[config.mk]
export PLATFORM = sky130hd
export DESIGN_NAME = dac_tx_stage_flat
export DESIGN_NICKNAME = d
export VERILOG_FILES = /design/src/rtl/dac_tx_stage_if.sv /design/src/rtl/dac_tx_stage.sv /design/src/flat_wrapper.sv
export SDC_FILE = /design/constraint.sdc
export NUM_CORES = 2
export LEC_CHECK = 0
export CORE_MARGIN = 5
export CORE_UTILIZATION = 55
export CTS_CLUSTER_SIZE = 25
export DETAILED_ROUTE_END_ITERATION = 12
export HOLD_SLACK_MARGIN = 0.1
export PLACE_DENSITY = 0.81
export SKIP_LAST_GASP = 1
export SLEW_MARGIN = 5
export SYNTH_ARGS = -nofsm -noshare
export SYNTH_HDL_FRONTEND = slang
export SYNTH_SLANG_ARGS = --single-unit
export TNS_END_PERCENT = 50
[constraint.sdc]
create_clock -name clock -period 10.4 [get_ports clock]
set_input_delay 2.08 -clock clock [delete_from_list [all_inputs] [get_ports clock]]
set_output_delay 2.08 -clock clock [all_outputs]
set_load 0.01 [all_outputs]
[src/rtl/dac_tx_stage_if.sv]
// AXI-Stream style word channel between the DAC output stage and one RF-DAC stream port.
// A word transfers on a clock edge where tvalid and tready are both 1; while tvalid=1 and
// tready=0 the master holds tdata unchanged, and tvalid never depends on tready.
interface dac_tx_stage_if #(
    parameter int DATA_W = 128
);
    logic [DATA_W-1:0] tdata;
    logic              tvalid;
    logic              tready;

    modport master (output tdata, output tvalid, input tready);
    modport slave  (input tdata, input tvalid, output tready);
endinterface

[src/rtl/dac_tx_stage.sv]
// DAC output stage: soft mute/ramp gain on every lane, one register stage, then a small FIFO
// feeding an AXI-Stream master, with a saturating dropped-word counter.
module dac_tx_stage #(
    parameter int NUMBER_OF_LINE = 8,
    parameter int RAMP_STEP      = 4,
    parameter int FIFO_DEPTH     = 8
) (
    input  logic                           clock,
    input  logic                           reset_n,
    input  logic [16*NUMBER_OF_LINE-1:0]   s_data,
    input  logic                           s_valid,
    input  logic                           enable,
    dac_tx_stage_if.master                 m_axis,
    output logic [1:0]                     state,
    output logic [15:0]                    overflow_count,
    input  logic                           overflow_clear
);
    localparam int DW = 16 * NUMBER_OF_LINE;
    localparam int AW = $clog2(FIFO_DEPTH);
    localparam int CW = AW + 1;
    localparam logic [8:0]    STEP9   = 9'(RAMP_STEP);
    localparam logic [CW-1:0] DEPTH_C = CW'(FIFO_DEPTH);

    typedef enum logic [1:0] {
        MUTED     = 2'd0,
        RAMP_UP   = 2'd1,
        ACTIVE    = 2'd2,
        RAMP_DOWN = 2'd3
    } state_t;

    state_t          state_q;
    logic [8:0]      gain;
    logic [8:0]      up_g;
    logic [8:0]      dn_g;
    logic [9:0]      up_sum;
    logic [DW-1:0]   scaled;
    logic            s1_valid;
    logic [DW-1:0]   s1_data;
    logic [DW-1:0]   mem [FIFO_DEPTH];
    logic [AW-1:0]   wr_ptr;
    logic [AW-1:0]   rd_ptr;
    logic [CW-1:0]   count;
    logic            full;
    logic            pop;
    logic            push_ok;
    logic            drop;

    // Q8 gain; the product always fits 24 bits because |s*g| <= 2^23.
    function automatic logic [15:0] scale_lane(input logic [15:0] s, input logic [8:0] g);
        logic signed [23:0] p;
        p = $signed({{8{s[15]}}, s}) * $signed({15'b0, g});
        return 16'(p >>> 8);
    endfunction

    always_comb begin
        up_sum = {1'b0, gain} + {1'b0, STEP9};
        up_g   = (up_sum >= 10'd256) ? 9'd256 : up_sum[8:0];
        dn_g   = (gain > STEP9) ? (gain - STEP9) : 9'd0;
    end

    always_comb begin
        scaled = '0;
        for (int k = 0; k < NUMBER_OF_LINE; k++) begin
            scaled[16*k +: 16] = scale_lane(s_data[16*k +: 16], gain);
        end
    end

    // Gain and state move only on valid words; the current word is scaled with the old gain.
    always_ff @(posedge clock or negedge reset_n) begin
        if (!reset_n) begin
            state_q <= MUTED;
            gain    <= 9'd0;
        end else if (s_valid) begin
            case (state_q)
                MUTED: begin
                    if (enable) begin
                        gain    <= up_g;
                        state_q <= (up_g == 9'd256) ? ACTIVE : RAMP_UP;
                    end
                end
                RAMP_UP, RAMP_DOWN: begin
                    if (enable) begin
                        gain    <= up_g;
                        state_q <= (up_g == 9'd256) ? ACTIVE : RAMP_UP;
                    end else begin
                        gain    <= dn_g;
                        state_q <= (dn_g == 9'd0) ? MUTED : RAMP_DOWN;
                    end
                end
                ACTIVE: begin
                    if (!enable) begin
                        gain    <= dn_g;
                        state_q <= (dn_g == 9'd0) ? MUTED : RAMP_DOWN;
                    end
                end
                default: begin
                    state_q <= MUTED;
                    gain    <= 9'd0;
                end
            endcase
        end
    end

    always_ff @(posedge clock or negedge reset_n) begin
        if (!reset_n) begin
            s1_valid <= 1'b0;
            s1_data  <= '0;
        end else begin
            s1_valid <= s_valid;
            if (s_valid) begin
                s1_data <= scaled;
            end
        end
    end

    // A push into a full FIFO is still accepted when the head leaves on the same edge.
    always_comb begin
        full    = (count == DEPTH_C);
        pop     = (count != '0) && m_axis.tready;
        push_ok = s1_valid && (!full || pop);
        drop    = s1_valid && full && !pop;
    end

    always_ff @(posedge clock or negedge reset_n) begin
        if (!reset_n) begin
            mem    <= '{default: '0};
            wr_ptr <= '0;
            rd_ptr <= '0;
            count  <= '0;
        end else begin
            if (push_ok) begin
                mem[wr_ptr] <= s1_data;
                wr_ptr      <= wr_ptr + AW'(1);
            end
            if (pop) begin
                rd_ptr <= rd_ptr + AW'(1);
            end
            case ({push_ok, pop})
                2'b10:   count <= count + CW'(1);
                2'b01:   count <= count - CW'(1);
                default: count <= count;
            endcase
        end
    end

    always_ff @(posedge clock or negedge reset_n) begin
        if (!reset_n) begin
            overflow_count <= 16'd0;
        end else if (overflow_clear) begin
            overflow_count <= 16'd0;
        end else if (drop && (overflow_count != 16'hFFFF)) begin
            overflow_count <= overflow_count + 16'd1;
        end
    end

    assign m_axis.tvalid = (count != '0);
    assign m_axis.tdata  = mem[rd_ptr];
    assign state         = state_q;
endmodule

[src/flat_wrapper.sv]
// flat-port wrapper written by rule: the top's interface ports become plain ports
module dac_tx_stage_flat 
#(
    parameter int NUMBER_OF_LINE = 8,
    parameter int RAMP_STEP      = 4,
    parameter int FIFO_DEPTH     = 8
)
  (clock, reset_n, s_data, s_valid, enable, state, overflow_count, overflow_clear, m_axis_tdata, m_axis_tvalid, m_axis_tready);
  dac_tx_stage_if #(.DATA_W((16 * (8)))) m_axis_i ();
  input  logic clock;
  input  logic reset_n;
  input  logic [16*NUMBER_OF_LINE-1:0] s_data;
  input  logic s_valid;
  input  logic enable;
  output logic [1:0] state;
  output logic [15:0] overflow_count;
  input  logic overflow_clear;
  output wire logic [$bits(m_axis_i.tdata)-1:0] m_axis_tdata;
  output wire logic [$bits(m_axis_i.tvalid)-1:0] m_axis_tvalid;
  input wire logic [$bits(m_axis_i.tready)-1:0] m_axis_tready;
  assign m_axis_tdata = m_axis_i.tdata;
  assign m_axis_tvalid = m_axis_i.tvalid;
  assign m_axis_i.tready = m_axis_tready;
  dac_tx_stage #(.NUMBER_OF_LINE(NUMBER_OF_LINE), .RAMP_STEP(RAMP_STEP), .FIFO_DEPTH(FIFO_DEPTH)) u_core (.clock(clock), .reset_n(reset_n), .s_data(s_data), .s_valid(s_valid), .enable(enable), .m_axis(m_axis_i), .state(state), .overflow_count(overflow_count), .overflow_clear(overflow_clear));
endmodule
Word level (Yosys, flattened, before mapping)
Index checks and enable logic that the tools add are counted.
{"block": "totals", "ff_bits": 1190, "inputBits": 134}
{"block": "op_classes", "addsub": 7, "n_mul": 8, "magnitude_cmp": 5, "n_eq_ne": 10, "mux": 21, "bitwise_logic": 2, "reduce_logical": 16}
{"op": "bitwise mux 1024 bit", "count": 1}
{"op": "binary-select mux 128 bit (select 3 bit)", "count": 1}
{"op": "demux 128 bit (select 3 bit)", "count": 1}
{"op": "two-way mux 128 bit", "count": 3}
{"op": "multiplier 16 x 10 -> 24 bit", "count": 8}
{"op": "two-way mux 9 bit", "count": 5}
{"op": "two-way mux 16 bit", "count": 2}
{"op": "one-hot mux 9 bit (3 select lines)", "count": 1}
{"op": "adder 16 x 1 -> 16 bit, second input constant", "count": 1}
{"op": "!= test 16 bit, second input constant", "count": 1}
{"op": "adder 9 x 3 -> 10 bit, second input constant", "count": 1}
{"op": ">= comparator 10 x 9 -> 1 bit, second input constant", "count": 1}
{"op": "two-way mux 2 bit", "count": 5}
{"op": "equality test 9 bit, second input constant", "count": 1}
{"op": "greater-than comparator 9 x 3 -> 1 bit, second input constant", "count": 1}
{"op": "logical NOT 9 bit", "count": 1}
{"op": "subtractor 9 x 3 -> 9 bit, second input constant", "count": 1}
{"op": ">= comparator 4 bit, second input constant", "count": 2}
{"op": "NOT 3 -> 4 bit", "count": 2}
{"op": "one-hot mux 4 bit (2 select lines)", "count": 1}
{"op": "adder 3 x 1 -> 3 bit, second input constant", "count": 2}
{"op": "equality test 2 bit, second input constant", "count": 3}
{"op": "logical AND 1 bit", "count": 6}
{"op": "one-hot mux 2 bit (3 select lines)", "count": 1}
{"op": "other kinds (13)", "count": 17}

Logic depth before layout (Yosys ltp)
{"block": "depth", "ltp_word": 7, "mapped_depth": 25, "depth_no_buf": 21}

Worst setup path after synthesis
No wires, ideal clock.
{"block": "synth_timing", "path_type": "input to register", "from": "input s_data[22]", "to": "register u_core.s1_data[30]", "setup_ps": 87, "t_arrival_ps": 7211, "slack_ps": 3102, "path_stages": 21, "n_path_buf": 2, "path_cell_list": "buf_1 -> nand2_1 -> fa_1 -> inv_1 -> fa_1 -> fa_1 -> fa_1 -> inv_1 -> fa_1 -> inv_1 -> ha_1 -> and4_1 -> a221oi_1 -> o21ai_0 -> a21oi_2 -> nor3_1 -> o2111a_1 -> or2_2 -> clkbuf_1 -> a311o_1 -> o211ai_1"}
{"block": "synth_via", "elab_chain_len": 1}
{"element": "start, declared", "line_no": "flat_wrapper.sv:12", "rtl": "input logic [16*NUMBER_OF_LINE-1:0] s_data;"}
{"element": "multiplier 16 x 10 -> 24 bit", "line_no": "dac_tx_stage.sv:51", "rtl": "p = $signed({{8{s[15]}}, s}) * $signed({15'b0, g});"}
{"element": "end signal, assigned", "line_no": "dac_tx_stage.sv:111", "rtl": "s1_data <= scaled;"}
{"element": "end, declared", "line_no": "dac_tx_stage.sv:38", "rtl": "logic [DW-1:0] s1_data;"}
Every way passes these cells.
A chain may end at the register's enable or synchronous reset.

Worst setup path after layout
Ends and elaborated chain as after synthesis.

==> flow_metrics.tcl <==
set metrics [dict create \
    seq_area_frac_synth_pct 33.2 \
    rsz0062_at_grt "false" \
    slew_viol_final 0 \
    hold_class "reg -> reg" \
    cts_made_buffers 118 \
    core_mm2 0.163 \
    die_x_um 414 \
    synth_warnings 0 \
    slew_headroom_pct 19.5 \
    period_needed_ps 7430 \
    synth_nets 8975 \
    start_util_pct 55.2 \
    gr-usage-met2_pct 42.3 \
    status "complete, no violations" \
    cts_tree "done" \
    fin_util_pct 60.7 \
    multi_input_area_mm2 0.0543 \
    ys_ff_latch 1190 \
    syn_avg_cell_area_um2 11.9 \
    syn_area_mm2 0.0898 \
    hold_buffers 0 \
    fp-row-count 148 \
    dr.pass1.iters 5 \
    crit_fanout 9 \
    via_count 56576 \
    clk_pin_slew_ps 60 \
    period_share_pct 71.4 \
    maxCapViolCount 0 \
    ios 281 \
    post_cts_buffers 0 \
    ctsResizeCount 0 \
    cp.required_ps 11050 \
    fin_skew_ps 54.3 \
    fin_nets 9020 \
    clock_latency_ps 760 \
    cts.root.buffer_cell "clkbuf_16" \
    cp.buffers_inverters 4 \
    wire_per_inst_um 22.1 \
    cp-start-kind "primary input" \
    grt_pass1_vias 63180 \
    met3_usage_pct 6.00 \
    crit_path_cell_trace "clkdlybuf4s50_1, nand2_1, fa_1, inv_1, fa_1, fa_1, fa_1, inv_1, fa_1, inv_1, ha_1, and4_1, a221oi_1, o21ai_0, a21oi_2, nor3_1, o2111a_1, or2_2, a311o_1, o211ai_1" \
    crit_top_cell "fa_1" \
    cp_slowest_stage_delay_ps 700 \
    drt_iter0_drc 3615 \
    dpl-instance-area_mm2 0.0943 \
    worst-setup-path-type "in -> reg" \
    synthTopCellsByArea "dfrtp_1, fa_1, mux2_2" \
    synthCells 7519 \
    ant_nets 0 \
    dpl.hpwl_um 150000 \
    antenna_found_initial 51 \
    port_buffers 280 \
    fillers 12363 \
    cp_slowest_cell "clkdlybuf4s50_1" \
    yosys.area.top_type_share_pct 33.2 \
    critical-path-top-delay-family "adder cells" \
    clock-sinks 1190 \
    cts_max_level 3 \
    critPathArrivalTime_ps 8080 \
    dieArea_mm2 0.171 \
    drt_wl_total_um 219000 \
    globalRoute.totalOverflow 0 \
    drc_errors 0 \
    fin_area_mm2 0.0986 \
    synth-edff-count 0 \
    regArea_mm2 0.0298 \
    gr-usage-all-layers_pct 25.8 \
    via_per_inst 5.72 \
    grt_max_degree 218 \
    async_flop_share_pct 100 \
    cts_max_path_buffers 3 \
    max_freq_mhz 135 \
    grt_use_met1_pct 33.0 \
    yosys.area.top_type "dfrtp_1" \
    tns_ps 0 \
    die_h_um 414 \
    busiest_layer "met2" \
    worstMarginPinSlew_ps 1210 \
    grt_pass1_wl_um 352000 \
    setup_viol 0 \
    synth_flop_cell "dfrtp_1" \
    endpoint_kind "flop" \
    gp_congestion 0.897 \
    syn_to_final_growth_pct 9.84 \
    yosysUniqueCellTypes 78 \
    hold_viol 0 \
    drive_gt1_share_pct 23.3 \
]
-- metrics by stage --
| stage | hold slack (ps) | setup WS [ps] | std cells |
|---|---|---|---|
| after floorplan | 445 | 3100 | 7519 |
| after global placement | 457 | 2300 | 9619 |
| after detailed placement | 475 | 2280 | 9619 |
| after CTS | 495 | 3070 | 9837 |
| after global routing | 509 | 2680 | 9876 |
| final | 493 | 2970 | 9883 |
-- cell usage in the layout (no fill, tap or decap), drive strengths merged, types with 26 or more instances in the layout --
cell,Yosys,layout
a21o,42,42
a21oi,84,84
and2,558,558
buf,131,61
clkbuf,283,175
clkdlybuf4s50,0,278
dfrtp,1190,1190
diode,0,46
fa,913,913
ha,409,409
inv,1116,1125
mux2,1229,1229
mux4,256,256
nand2,673,673
nand3,26,26
nor2,78,78
o21ai,65,65
xnor2,137,137
xor2,53,53
-- final cells by class --
type / count / area share, %
repair buffers: 339 / 3.37
well taps: 2175 / 2.76
diodes: 46 / 0.117
clock inverters: 43 / 0.610
inverters: 1116 / 4.25
flip-flops and latches: 1190 / 30.2
multi-input cells: 4799 / 55.0
clock buffers: 175 / 3.61
-- Yosys cell counts (4+ instances only) --
master / instances
a22o_1: 6
and3_1: 11
o41ai_1: 5
o21ai_0: 63
a21boi_0: 4
and2_1: 558
a211o_1: 5
nand4_1: 21
mux4_2: 256
o21bai_1: 9
xnor2_1: 137
nand2b_1: 21
clkbuf_1: 282
inv_1: 1116
xor2_1: 53
a211oi_1: 12
nor3_1: 24
mux2i_1: 4
dfrtp_1: 1190
o211ai_1: 5
mux2_2: 1229
o31ai_1: 19
and4_1: 6
ha_1: 409
fa_1: 913
buf_2: 15
nor2b_1: 15
or3_1: 10
nor2_1: 78
nand3b_1: 5
a31oi_1: 10
buf_1: 115
a221o_1: 5
or2_2: 9
nand3_1: 26
a21o_1: 42
a21oi_1: 83
o21a_1: 15
nand2_1: 672
-- flip-flops by register name (all words and copies together), names as in the netlist --
register and flops:
u_core.gain 9, u_core.wr_ptr 3, u_core.s1_data 128, u_core.state 2
u_core.s1_valid 1, u_core.mem 1024, u_core.rd_ptr 3, u_core.overflow_count 16
u_core.count 4
-- final timing paths --
| path | depth (start not counted) | slack [ps] | endpoint | start |
|---|---|---|---|---|
| worst min-delay path | 2 | 490 | u_core.mem[350]$_DFFE_PN0P_ | u_core.mem[350]$_DFFE_PN0P_ |
| worst min register to register | 2 | 490 | u_core.mem[350]$_DFFE_PN0P_ | u_core.mem[350]$_DFFE_PN0P_ |
| worst max register to register | 19 | 3400 | u_core.s1_data[127]$_DFFE_PN0P_ | u_core.gain[4]$_DFFE_PN0P_ |
| max in group asynchronous | 3 | 6540 | u_core.mem[323]$_DFFE_PN0P_ | reset_n |
| worst max-delay path | 20 | 2970 | u_core.s1_data[30]$_DFFE_PN0P_ | s_data[22] |
| min in group asynchronous | 1 | 1270 | u_core.s1_data[16]$_DFFE_PN0P_ | reset_n |
-- worst reg2reg max path, cell delays in order (launching register included) --
cell	delay [ps]
dfrtp_4	1060
buf_4	640
buf_4	340
nand2_1	110
fa_1	550
inv_1	60
fa_1	560
fa_1	430
fa_1	490
inv_1	50
fa_1	480
inv_1	40
ha_1	310
nand2_1	80
o311ai_1	500
a21oi_1	260
o31ai_1	450
a21oi_1	150
xnor2_1	190
a21oi_1	90
-- routing by layer --
layer	up-vias	wire length (um)
met5	-	41
met4	6	9770
met3	409	15500
met2	1728	105000
met1	29833	87800
li1	24600	-
-- cells by family (layout without fill, tap and decap cells) --
group	after synthesis	in the layout	synth area share, %
flops	1190	1190	33.2
xor+xnor	190	190	1.85
simple gates	1470	1470	8.15
fa+ha+maj	1322	1322	26.1
compound gates	328	328	2.47
other cells	0	46	0
buf+inv	1530	1673	6.42
mux	1489	1489	21.9
Power is not shown: default switching activity piles up to over one toggle a cycle in this logic, so the estimate is an artifact.
